[config.mk]
export PLATFORM = sky130hd
export DESIGN_NAME = instruction_fetch_unit
export DESIGN_NICKNAME = d
export VERILOG_FILES = /design/src/rtl/instruction_fetch_unit.sv
export SDC_FILE = /design/constraint.sdc
export NUM_CORES = 1
export LEC_CHECK = 0
export CELL_PAD_IN_SITES_DETAIL_PLACEMENT = 0
export CELL_PAD_IN_SITES_GLOBAL_PLACEMENT = 1
export CORE_MARGIN = 4
export CORE_UTILIZATION = 45
export CTS_BUF_LIST = sky130_fd_sc_hd__clkbuf_8
export CTS_CLUSTER_SIZE = 20
export DETAILED_ROUTE_END_ITERATION = 6
export GPL_TIMING_DRIVEN = 0
export PLACE_DENSITY = 0.77
export SLEW_MARGIN = 20
export SYNTH_ARGS = -nofsm -noshare
export SYNTH_HDL_FRONTEND = slang
export SYNTH_SLANG_ARGS = --single-unit
[constraint.sdc]
create_clock -name clk -period 11.38 [get_ports clk]
set_input_delay 2.276 -clock clk [delete_from_list [all_inputs] [get_ports clk]]
set_output_delay 2.276 -clock clk [all_outputs]
set_load 0.01 [all_outputs]
[src/rtl/instruction_fetch_unit.sv]
// Instruction fetch: holds the PC, issues single-outstanding reads to instruction
// memory and buffers {pc, instruction} pairs in a small FIFO feeding decode.
module instruction_fetch_unit #(
  parameter int                     WORDSIZE         = 64,
  parameter int                     INSTRUCTION_SIZE = 32,
  parameter logic [WORDSIZE-1:0]    RESET_PC         = '0,
  parameter int                     FIFO_DEPTH       = 4
) (
  input  logic                          clk,
  input  logic                          rst_n,
  input  logic                          redirect_valid,
  input  logic [WORDSIZE-1:0]           redirect_pc,
  output logic                          imem_req_valid,
  input  logic                          imem_req_ready,
  output logic [WORDSIZE-1:0]           imem_req_addr,
  input  logic                          imem_resp_valid,
  input  logic [INSTRUCTION_SIZE-1:0]   imem_resp_data,
  output logic                          inst_valid,
  input  logic                          inst_ready,
  output logic [INSTRUCTION_SIZE-1:0]   inst_data,
  output logic [WORDSIZE-1:0]           inst_pc,
  output logic [6:0]                    opcode,
  output logic [1:0]                    dbg_state_o,
  output logic [$clog2(FIFO_DEPTH):0]   dbg_count_o
);

  localparam int AW = $clog2(FIFO_DEPTH);
  localparam int CW = AW + 1;
  localparam logic [CW-1:0] DEPTH_C = CW'(FIFO_DEPTH);

  typedef enum logic [1:0] {
    S_IDLE = 2'd0,
    S_REQ  = 2'd1,
    S_WAIT = 2'd2,
    S_DROP = 2'd3
  } state_e;

  state_e                state_q, state_d;
  logic [WORDSIZE-1:0]   fetch_pc_q, fetch_pc_d;
  logic [CW-1:0]         count_q, count_d;
  logic [AW-1:0]         wr_ptr_q, wr_ptr_d;
  logic [AW-1:0]         rd_ptr_q, rd_ptr_d;
  logic [INSTRUCTION_SIZE-1:0] mem_data_q [FIFO_DEPTH];
  logic [WORDSIZE-1:0]         mem_pc_q   [FIFO_DEPTH];

  logic pop;
  logic push;

  // Handshakes: a transfer happens on a rising edge where valid and ready are both
  // high; valid, once raised, holds its payload until that edge (redirect excepted).
  // The response channel has no ready: each accepted request returns one pulse.
  assign inst_valid     = (count_q != '0);
  assign inst_data      = inst_valid ? mem_data_q[rd_ptr_q] : '0;
  assign inst_pc        = inst_valid ? mem_pc_q[rd_ptr_q] : '0;
  assign opcode         = inst_data[6:0];
  assign imem_req_valid = (state_q == S_REQ);
  assign imem_req_addr  = fetch_pc_q;
  assign dbg_state_o    = state_q;
  assign dbg_count_o    = count_q;

  always_comb begin
    pop        = inst_valid & inst_ready;
    push       = (state_q == S_WAIT) & imem_resp_valid & ~redirect_valid;
    count_d    = count_q + CW'(push) - CW'(pop);
    wr_ptr_d   = wr_ptr_q + AW'(push);
    rd_ptr_d   = rd_ptr_q + AW'(pop);
    fetch_pc_d = push ? fetch_pc_q + WORDSIZE'(4) : fetch_pc_q;
    state_d    = state_q;

    case (state_q)
      S_IDLE: if (count_q < DEPTH_C) state_d = S_REQ;
      S_REQ:  if (imem_req_ready) state_d = S_WAIT;
      S_WAIT: if (imem_resp_valid) state_d = (count_d < DEPTH_C) ? S_REQ : S_IDLE;
      S_DROP: if (imem_resp_valid) state_d = S_REQ;
      default: state_d = S_IDLE;
    endcase

    // A redirect flushes everything; an already-accepted request must still drain.
    if (redirect_valid) begin
      count_d    = '0;
      wr_ptr_d   = '0;
      rd_ptr_d   = '0;
      fetch_pc_d = redirect_pc & ~WORDSIZE'(3);
      case (state_q)
        S_IDLE:  state_d = S_REQ;
        S_REQ:   state_d = imem_req_ready ? S_DROP : S_REQ;
        S_WAIT:  state_d = imem_resp_valid ? S_REQ : S_DROP;
        S_DROP:  state_d = imem_resp_valid ? S_REQ : S_DROP;
        default: state_d = S_REQ;
      endcase
    end
  end

  always_ff @(posedge clk or negedge rst_n) begin
    if (!rst_n) begin
      state_q    <= S_IDLE;
      fetch_pc_q <= RESET_PC;
      count_q    <= '0;
      wr_ptr_q   <= '0;
      rd_ptr_q   <= '0;
    end else begin
      state_q    <= state_d;
      fetch_pc_q <= fetch_pc_d;
      count_q    <= count_d;
      wr_ptr_q   <= wr_ptr_d;
      rd_ptr_q   <= rd_ptr_d;
    end
  end

  // Storage is not reset; the outputs are masked by inst_valid instead.
  always_ff @(posedge clk) begin
    if (push) begin
      mem_data_q[wr_ptr_q] <= imem_resp_data;
      mem_pc_q[wr_ptr_q]   <= fetch_pc_q;
    end
  end

endmodule
==> impl_metrics.py <==
metrics = {
    "synthesis": {
        "synthCells": 1113,
        "synth_area_sq_um": 18560,
        "synth_seq_cells": 447,
        "synth_ff_type": "edfxtp_1",
        "ys_warn_count": 0,
        "yosysUniqueCellTypes": 48,
        "synth-adder-area-share": 0.004449,
        "synth-xor-area-share": 0.02076,
        "synthSimpleGateAreaFrac": 0.1077,
        "synth_top_family_by_area": "multiplexers",
        "synthArstFlopShare": 0.1588,
        "synthMuxAreaShare": 0.1191,
        "synth_edf_count": 376,
        "seq_area_frac_synth": 0.7041,
        "avgSynthCellArea_sq_um": 16.68,
        "synth_compound_area_frac": 0.02501,
    },
    "cts": {
        "post_cts_buffers": 0,
        "post_cts_resized": 0,
        "cts_hold_buf": 0,
        "cts_tree": "built",
        "cts.sinks": 447,
        "clk_pin_slew_ns": 0.06,
        "root_buffer": "clkbuf_8",
        "clk-insertion-delay-late_ns": 0.63,
        "clk_path_buf_depth": 3,
        "cts_buffers": 73,
        "htree_levels": 3,
    },
    "pwr": {
        "pwr_density_cell_nw_per_um2": 192.4,
        "combPwrFrac": 0.305,
        "switching_share": 0.2875,
        "power_frac_clock": 0.278,
        "leakage_uw": 0.007941,
        "peakVddDrop_uv": 110.0,
        "power_switching_uw": 1311,
        "power_uw": 4559,
        "p_int_uw": 3248,
        "power_frac_seq": 0.417,
    },
    "critical_path": {
        "reg2reg_to": "dbg_state_o[0]",
        "critPathLaunchType": "flip-flop",
        "criticalPathCategory": "reg2out",
        "crit_path_end_kind": "output port",
        "reg2reg_slack_ns": 7.64,
        "cp_max_fo": 10,
        "cp_data_arrival_time_ns": 3.78,
        "critical_path.startpoint": "rd_ptr_q[0]",
        "r2r_cells": 12,
        "required_ns": 9.10,
        "worst_r2r_startpoint": "dbg_count_o[2]",
        "crit_end": "inst_pc[44]",
    },
    "global_route": {
        "grt_pass1_vias": 12090,
        "grt.total_usage": 0.2191,
        "grt_first_pass_wirelength_mm": 73.50,
        "antenna_found_initial": 4,
        "grt_overflow": 0,
        "grt_start_max_net_pins": 51,
    },
    "routing": {
        "top_layer_used": "met5",
        "dr.first_iter.drc_count": 726,
        "vias": 11560,
        "wl_per_cell_microns": 23.32,
        "viasPerCell": 5.548,
        "ant_nets": 0,
        "wirelength_mm": 48.57,
        "first_pass_iters": 5,
        "m1WireLength_mm": 20.78,
        "wl_met3_mm": 3.325,
        "route.met2.wl_mm": 23.26,
        "drc_errors": 0,
    },
    "timing": {
        "layout_min_cycle_time_ns": 6.058,
        "fin_ws_ns": 5.322,
        "worst_pin_slew_ns": 1.041,
        "finalCritPeriodShare": 0.5324,
        "setup_violations": 0,
        "finalHoldViolCount": 0,
        "skew_ns": 0.03601,
        "relSlewSlack": 0.3060,
        "maxSlewViolCount": 0,
        "fmax_mhz": 165.1,
        "rsz0062_at_grt": "no",
    },
    "placement": {
        "hpwlAfterDp_mm": 34.04,
        "port_buffers": 269,
        "place.gp.congestion": 0.8187,
        "dp_slack_ns": 5.149,
        "placed_area_sq_um": 22370,
    },
    "floorplanning": {
        "die_area_sq_um": 44560,
        "die_h_microns": 211.1,
        "die_x_microns": 211.1,
        "core_area_sq_um": 40830,
        "io_pins": 276,
        "initial_core_util": 0.4546,
        "row_count": 74,
    },
    "cells_and_area": {
        "final_area_sq_um": 23700,
        "layout_commonest_cell": "edfxtp_1",
        "fin_nets": 1603,
        "area_growth_pct": 27.67,
        "final.fill_count": 3223,
        "mostFrequentLayoutCells": "edfxtp_1 (376), clkdlybuf4s50_1 (268), and2_1 (97)",
        "drive_gt1_frac": 0.1607,
    },
    "min_path": {
        "hp-class": "reg2reg",
        "holdCritStartpoint": "imem_req_addr[25]",
    },
    "outcome": {
        "status": "completed",
    },
    "run": {
        "maxCapViolCount": 0,
    },
}
## stage by stage
| step | cells | setup TNS (ns) | util | hold WS (ns) |
|---|---|---|---|---|
| after floorplan | 1116 | 0 | - | 0.5485 |
| after global placement | 1917 | -1212.02 | 0.5371 | 0.5561 |
| after detailed placement | 1952 | 0 | 0.5479 | 0.5532 |
| after CTS | 2081 | 0 | 0.5802 | 0.5630 |
| after global routing | 2083 | 0 | 0.5803 | 0.5942 |
| final | 2083 | 0 | 0.5803 | 0.5598 |
## power by group through the flow
stage,Sequential (uW),Clock (uW),Combinational [uW]
detailed placement,1930,0,1410
global placement,1930,0,1410
floorplan,1920,0,703
CTS,1900,1300,1420
global route,1910,1380,1500
finish,1900,1270,1390
## registers in the layout, summed over array words and instances (netlist names)
signal	flops
imem_req_addr	62
wr_ptr_q	2
mem_data_q	128
dbg_count_o	3
mem_pc_q	248
dbg_state_o	2
rd_ptr_q	2
## critical path: stages (launching register included)
cell             delay (ns)
dfrtp_1                0.35
clkbuf_1               0.19
clkbuf_2               0.50
buf_1                  0.80
mux4_2                 0.65
and2_1                 0.19
clkdlybuf4s50_1        0.47
## kinds of logic after synthesis
family	count (synthesis)
flip-flops	447
AND/OR/NAND/NOR	357
XOR/XNOR	44
adder cells (fa/ha/maj)	6
multiplexers	103
AO/OA/AOI/OAI	76
other	1
buffers and inverters	79
## per-layer routing
layer / track usage / up-vias
li1: - / 5127
met4: 0.07199 / 2
met2: 0.3461 / 418
met3: 0.04975 / 76
met5: 0 / -
met1: 0.3065 / 5933
## cell usage after synthesis (2+ instances only)
cell type  instances  area (sq um)
nand4_1           26         162.7
xnor2_1           31         271.5
nor3b_1            2         15.01
mux2_2             3         33.78
nor3_1            16         80.08
ha_1               5         62.56
and4_1             6         52.55
edfxtp_1         376         11290
buf_4             11         82.58
or4_1             13         97.59
a22oi_1            6         45.04
nor4_1            24         150.1
nor2b_1           14         87.58
nand4_4            2         42.54
xor2_1            13         113.9
nand3_1           24         120.1
mux2i_1            6         60.06
buf_1              9         33.78
a22o_1             2         17.52
and3_1            14         87.58
mux4_2            94          2117
o211ai_1           3         22.52
o31a_1             3         26.28
dfrtp_1           71          1777
o21ai_0           43         215.2
clkbuf_1          46         172.7
inv_1             11         41.29
a21oi_1            3         15.01
o31ai_1            4         30.03
or3_1              6         37.54
a31oi_1            6         37.54
nand2_1           81         304.0
nor2_1            22         82.58
and2_1            97         606.8
nand2b_1           3         18.77
a211o_1            3         26.28
or2_2              3         18.77
## how the worst min path moves through the flow
| stage | endpoint | slack [ns] | depth (start not counted) |
|---|---|---|---|
| after CTS | mem_pc_q[1][25] | 0.56 | 0 |
| after floorplan | wr_ptr_q[1] | 0.55 | 2 |
| after global placement | mem_pc_q[0][25] | 0.56 | 0 |
| after global routing | mem_pc_q[1][25] | 0.59 | 0 |
| final | mem_pc_q[3][25] | 0.56 | 0 |
| after detailed placement | mem_pc_q[1][25] | 0.55 | 0 |
## final cells by class
cell class	count	area, sq um	share of cell area
plain buffers	68	307.8	0.01299
repair buffers	304	3113	0.1314
well taps	532	665.6	0.02809
flip-flops and latches	447	13070	0.5515
multi-input cells	590	5180	0.2186
clock inverters	52	256.5	0.01082
clock buffers	77	1060	0.04472
diodes	2	5.005	0.0002112
inverters	11	41.29	0.001742
(Power assumes the default switching activity.)
